===== src/rtl/sifive_scope_dcache_resp_trace.sv =====
// DCache response trace scope: filters monitored responses, captures them into a
// circular buffer around an address trigger, then drains oldest-first for readout.
module sifive_scope_dcache_resp_trace #(
  parameter int ADDR_W = 32,
  parameter int DATA_W = 32,
  parameter int ID_W   = 7,
  parameter int DEPTH  = 16,
  parameter int TS_W   = 16,
  localparam int PW    = $clog2(DEPTH),
  localparam int E_W   = TS_W + 10 + ID_W + ADDR_W + DATA_W
) (
  input  logic              clock,
  input  logic              reset,
  input  logic              resp_valid,
  input  logic              resp_miss,
  input  logic              resp_has_data,
  input  logic              resp_signed,
  input  logic [ADDR_W-1:0] resp_addr,
  input  logic [DATA_W-1:0] resp_rdata,
  input  logic [ID_W-1:0]   resp_id,
  input  logic [4:0]        resp_cmd,
  input  logic [1:0]        resp_size,
  input  logic [31:0]       cfg_cmd_mask,
  input  logic              cfg_miss_only,
  input  logic              cfg_trig_en,
  input  logic [ADDR_W-1:0] cfg_trig_addr,
  input  logic [ADDR_W-1:0] cfg_trig_mask,
  input  logic [PW-1:0]     cfg_post_cnt,
  input  logic              arm,
  input  logic              abort,
  output logic              rd_valid,
  input  logic              rd_ready,
  output logic [E_W-1:0]    rd_data,
  output logic [1:0]        st_state,
  output logic [PW:0]       st_count,
  output logic              st_overflow
);

  typedef enum logic [1:0] {IDLE = 2'd0, PRE = 2'd1, POST = 2'd2, DONE = 2'd3} state_e;

  localparam logic [PW:0]     CNT_FULL = (PW+1)'(DEPTH);
  localparam logic [PW:0]     CNT_ONE  = 1;
  localparam logic [PW-1:0]   PTR_ONE  = 1;
  localparam logic [TS_W-1:0] TS_ONE   = 1;

  state_e            state_q, state_d;
  logic [PW-1:0]     wptr_q, wptr_d;
  logic [PW-1:0]     remain_q, remain_d;
  logic [PW:0]       count_q, count_d;
  logic              ovf_q, ovf_d;
  logic [TS_W-1:0]   ts_q;
  logic [E_W-1:0]    mem_q [DEPTH];

  logic              qual, hit, cap_en, pop;
  logic [E_W-1:0]    entry;
  logic [PW-1:0]     rptr;

  assign qual   = resp_valid & cfg_cmd_mask[resp_cmd] & (~cfg_miss_only | resp_miss);
  assign hit    = qual & cfg_trig_en & (((resp_addr ^ cfg_trig_addr) & cfg_trig_mask) == '0);
  assign cap_en = qual & ~abort & ((state_q == PRE) | (state_q == POST));
  assign entry  = {ts_q, resp_miss, resp_has_data, resp_signed, resp_size, resp_cmd,
                   resp_id, resp_addr, resp_rdata};

  // When full, count's low bits are zero, so the oldest entry sits at wptr itself.
  assign rptr     = wptr_q - count_q[PW-1:0];
  assign rd_valid = (state_q == DONE) && (count_q != '0);
  assign pop      = rd_valid & rd_ready;
  assign rd_data  = mem_q[rptr];

  assign st_state    = state_q;
  assign st_count    = count_q;
  assign st_overflow = ovf_q;

  always_comb begin
    state_d  = state_q;
    wptr_d   = wptr_q;
    remain_d = remain_q;
    count_d  = count_q;
    ovf_d    = ovf_q;
    case (state_q)
      IDLE: begin
        if (arm) begin
          state_d  = PRE;
          wptr_d   = '0;
          count_d  = '0;
          ovf_d    = 1'b0;
          remain_d = '0;
        end
      end
      PRE: begin
        if (hit) begin
          if (cfg_post_cnt == '0) begin
            state_d = DONE;
          end else begin
            state_d  = POST;
            remain_d = cfg_post_cnt;
          end
        end
      end
      POST: begin
        if (qual) begin
          remain_d = remain_q - PTR_ONE;
          if (remain_q == PTR_ONE) state_d = DONE;
        end
      end
      DONE: begin
        if (pop) count_d = count_q - CNT_ONE;
        if (arm) begin
          state_d  = PRE;
          wptr_d   = '0;
          count_d  = '0;
          ovf_d    = 1'b0;
          remain_d = '0;
        end
      end
      default: state_d = IDLE;
    endcase

    if (cap_en) begin
      wptr_d = wptr_q + PTR_ONE;
      if (count_q == CNT_FULL) ovf_d = 1'b1;
      else                     count_d = count_q + CNT_ONE;
    end

    if (abort) begin
      state_d = IDLE;
      count_d = '0;
    end
  end

  always_ff @(posedge clock) begin
    if (reset) begin
      state_q  <= IDLE;
      wptr_q   <= '0;
      remain_q <= '0;
      count_q  <= '0;
      ovf_q    <= 1'b0;
      ts_q     <= '0;
    end else begin
      state_q  <= state_d;
      wptr_q   <= wptr_d;
      remain_q <= remain_d;
      count_q  <= count_d;
      ovf_q    <= ovf_d;
      ts_q     <= ts_q + TS_ONE;
    end
  end

  // Trace storage is never reset; count alone determines which entries are live.
  always_ff @(posedge clock) begin
    if (cap_en) mem_q[wptr_q] <= entry;
  end

endmodule


===== config.mk =====
export PLATFORM = sky130hd
export DESIGN_NAME = sifive_scope_dcache_resp_trace
export DESIGN_NICKNAME = d
export VERILOG_FILES = /design/src/rtl/sifive_scope_dcache_resp_trace.sv
export SDC_FILE = /design/constraint.sdc
export NUM_CORES = 1
export LEC_CHECK = 0
export CORE_MARGIN = 1
export CORE_UTILIZATION = 25
export CTS_BUF_LIST = sky130_fd_sc_hd__clkbuf_16
export CTS_CLUSTER_DIAMETER = 60
export DETAILED_ROUTE_END_ITERATION = 16
export GPL_TIMING_DRIVEN = 0
export PLACE_DENSITY = 0.52
export RECOVER_POWER = 50
export SLEW_MARGIN = 10
export SYNTH_ARGS = -nofsm -noshare
export SYNTH_HDL_FRONTEND = slang
export SYNTH_SLANG_ARGS = --single-unit

===== constraint.sdc =====
create_clock -name clock -period 12 [get_ports clock]
set_clock_uncertainty 0.15 [all_clocks]
set_input_delay 3 -clock clock [delete_from_list [all_inputs] [get_ports clock]]
set_output_delay 3 -clock clock [all_outputs]
set_load 0.02 [all_outputs]

==> metrics.csv, run 1 <==
stage,metric,value,unit
cells_and_area,final_nets,3701,
routing,vias_per_cell,4.60,
timing,setup_slack,1.41,ns
floorplanning,num_rows,181,
timing,timing_hold_violations_final,0,
routing,route.detailed.wl_per_inst,25.6,µm
worst_setup_path,reg2reg_depth,14,
worst_setup_path,crit_path_end_kind,flop,
floorplanning,die_h,498,µm
worst_setup_path,startpoint_type,input port,
floorplanning,io_pins,295,
placed_design,port_buffers,294,
min_path,min_path_type,flop to flop,
yosys,synthCells,2901,
yosys,netlist_area,61400,µm²
routing,drt_wl_total,175000,µm
clock_tree,tritoncts,done,
power,leakage,24.2,nW
timing,worst_pin_slew,3.26,ns
worst_setup_path,crit_arrival,10.94,ns
worst_setup_path,timing.rr.end,mem_q[2][18]$_DFFE_PP_,
grt,grt_pass1_wl,246000,µm
outcome,violations,"capacitance limit, slew limit",
grt,grt_usage,14.0,%
floorplanning,die_w,498,µm
outcome,status,"complete, but fails checks",
cells_and_area,fin_util,31.1,%
worst_setup_path,path_class,input port to flop,
yosys,synth.distinct_cells,57,
run,cap_violations,2,
routing,vias,31400,
yosys,avgSynthCellArea,21.2,µm²
yosys,postSynthNetCount,3107,
min_path,min_from,st_overflow$_SDFF_PP0_,
timing,maxSlewHeadroom,-120,%
routing,drtPass1Iterations,5,
cells_and_area,drive_above_1_share,22.6,%
yosys,yosys_warnings,0,
timing,slew_viol_final,19,
timing,timing.hold.ws,0.360,ns
timing,min_period_over_period,88.2,%
cells_and_area,fillers,23500,
clock_tree,cts_buffers,166,
floorplanning,core_area,244000,µm²
timing,tns,0,ns
routing,drc,0,
routing,antenna_left,0,
grt,grt_pass1_vias,32300,
floorplanning,initial_core_util,25.2,%
cells_and_area,final_common_cell,edfxtp_1,
placed_design,place_inst,6529,
timing,final_period_minus_worst_setup_slack,10.59,ns
worst_setup_path,cp_max_fo,17,
placed_design,gp_congestion,0.721,
grt,gr-total-overflow,0,
timing,setup_viol,0,
placed_design,hpwl,120000,µm
power,powerDensity,152,nW/µm²
yosys,synth-edff-count,1552,
clock_tree,cts-resized-gates,0,
worst_setup_path,rr_startpoint,st_state[1]$_SDFFE_PP0P_,
min_path,whs_path_depth,2,
min_path,hold_end,st_overflow$_SDFF_PP0_,
clock_tree,cts-root-buf,clkbuf_16,
clock_tree,cts_sinks,1584,
cells_and_area,final_area,75800,µm²
grt,grt_max_degree,22,
yosys,ys_seq_area_share,77.0,%
clock_tree,htreeDepth,4,
clock_tree,clk_latency,0.79,ns
routing,dr.first_iter.drc_count,3103,
worst_setup_path,r2r_slack,6.68,ns
clock_tree,cts_setup_buffers,0,
clock_tree,hold_buffers,0,
yosys,synth_flop_cell,edfxtp_1,
floorplanning,die_area,248000,µm²
cells_and_area,final_cell_mix,"1552 x edfxtp_1, 388 x mux4_2, 217 x nand2_1, 203 x clkdlybuf4s50_1, 167 x clkbuf_16",
timing,grt_setup_unrepaired,false,
yosys,async_flop_share,0,%
power,vdd.ir_drop.worst,160,µV
placed_design,place_area,70600,µm²
grt,antenna_found_initial,40,
power,power,11.5,mW
clock_tree,clockBufferDepth,3,
cells_and_area,layoutNonFillerInstCount,6840,
worst_setup_path,worstPathRequired,12.35,ns
placed_design,place_ws,2.29,ns
yosys,ys_seq_elements,1584,
timing,max_freq,94.5,MHz
clock_tree,clkSlewWorstSetupHoldPaths,0.06,ns
cells_and_area,syn_to_final_growth,23.6,%
==> cell usage after synthesis (all sizes together), types with 5 or more instances <==
cell	n	share of area (%)
xor2	46	0.66
clkbuf	106	0.65
mux2i	7	0.11
ha	16	0.33
a21oi	13	0.11
nand3	10	0.082
o21ai	5	0.041
a211oi	98	1.2
nand2b	5	0.051
nand2	217	1.3
buf	55	0.42
dfxtp	32	1.0
edfxtp	1552	76
a31oi	97	0.99
mux4	394	14
xnor2	6	0.086
nor3	7	0.057
a22oi	13	0.16
and3	5	0.051
and2	99	1.0
inv	16	0.098
nand4	5	0.051
nor2	43	0.26
==> cell families (layout without fill, tap and decap cells) <==
logic type                 count (synthesis)  after routing  synth area share, %
DFF                                     1584           1584                 77.0
and+or+nand+nor                          411            411                 3.15
muxes                                    405            405                 14.7
AOI/OAI and AO/OA                        255            255                 2.93
buffers and inverters                    177            905                 1.17
xor gates and xnor gates                  52             52                0.742
adders and majority gates                 17             17                0.359
other                                      0              9                    0
==> state kept, by name (all words and copies together), names as in the netlist <==
register     flops
st_count         5
mem_q         1552
wptr_q           4
st_overflow      1
remain_q         4
ts_q            16
st_state         2
==> power by group <==
| part | total [mW] | leakage, nW | switching [mW] | internal (mW) |
|---|---|---|---|---|
| logic | 0.425 | 7.22 | 0.254 | 0.172 |
| clock network | 5.01 | 2.73 | 2.21 | 2.80 |
| registers | 6.07 | 14.3 | 0.00769 | 6.07 |
| total | 11.5 | 24.2 | 2.47 | 9.03 |
==> cell type report <==
class	count	area (µm²)	share of cell area (%)
buffer	161	658	0.868
timing repair buffer	426	5020	6.62
sequential	1584	47200	62.3
clock buffer	167	4180	5.51
antenna	9	22.5	0.0297
inverter	16	60.1	0.0792
clock inverter	135	1120	1.48
multi-input combinational	1140	13500	17.8
tap	3202	4010	5.28
==> critical path, cell delays in order <==
cell	delay, ns
dlygate4sd3_1	0.97
clkbuf_2	0.38
nor2b_1	0.08
a22oi_1	0.18
a311oi_1	0.16
nor4b_1	2.57
and2_0	0.31
clkbuf_1	0.28
clkbuf_1	0.44
nand2_1	0.34
nor3_1	1.02
buf_4	0.36
buf_6	0.17
buf_4	0.21
buf_6	0.19
buf_4	0.21
==> metal layers <==
metal | track usage [%] | share of wire, % | up-vias
li1 | - | - | 13300
met1 | 18.5 | 42 | 16900
met2 | 22.7 | 48 | 1001
met3 | 2.99 | 6.6 | 258
met4 | 4.85 | 3.1 | 8
met5 | 0 | 0.030 | -
==> how the worst max path moves through the flow <==
stage | startpoint | end | slack, ns
floorplan | resp_cmd[1] | mem_q[0][0]$_DFFE_PP_ | 0.11
global placement | resp_cmd[0] | mem_q[2][23]$_DFFE_PP_ | -11.01
detailed placement | wptr_q[0]$_SDFFE_PP0P_ | rd_data[56] | 2.29
CTS | wptr_q[0]$_SDFFE_PP0P_ | rd_data[56] | 1.39
global route | resp_cmd[0] | mem_q[2][18]$_DFFE_PP_ | 0.84
finish | resp_cmd[2] | mem_q[2][18]$_DFFE_PP_ | 1.41
(Power assumes the default switching activity.)
==> run 2, diff against run 1 <==
==> constraint.sdc (replaced) <==
create_clock -name clock -period 12 [get_ports clock]
set_clock_uncertainty 0.15 [all_clocks]
set_input_delay 3 -clock clock [delete_from_list [all_inputs] [get_ports clock]]
set_output_delay 3 -clock clock [all_outputs]
set_load 0.05 [all_outputs]
==> results of run 2 <==
The final DEF is identical to that of run 1. Status: complete, but fails checks: capacitance limit, slew limit.
Main changes from that run: setup slack after placement 2.29 ns -> 2.09 ns; setup slack after layout 1.41 ns -> 1.40 ns; start point of the critical path resp_cmd[2] -> wptr_q[0]$_SDFFE_PP0P_; end point of the critical path mem_q[2][18]$_DFFE_PP_ -> rd_data[56]; total power 11.5 mW -> 11.6 mW
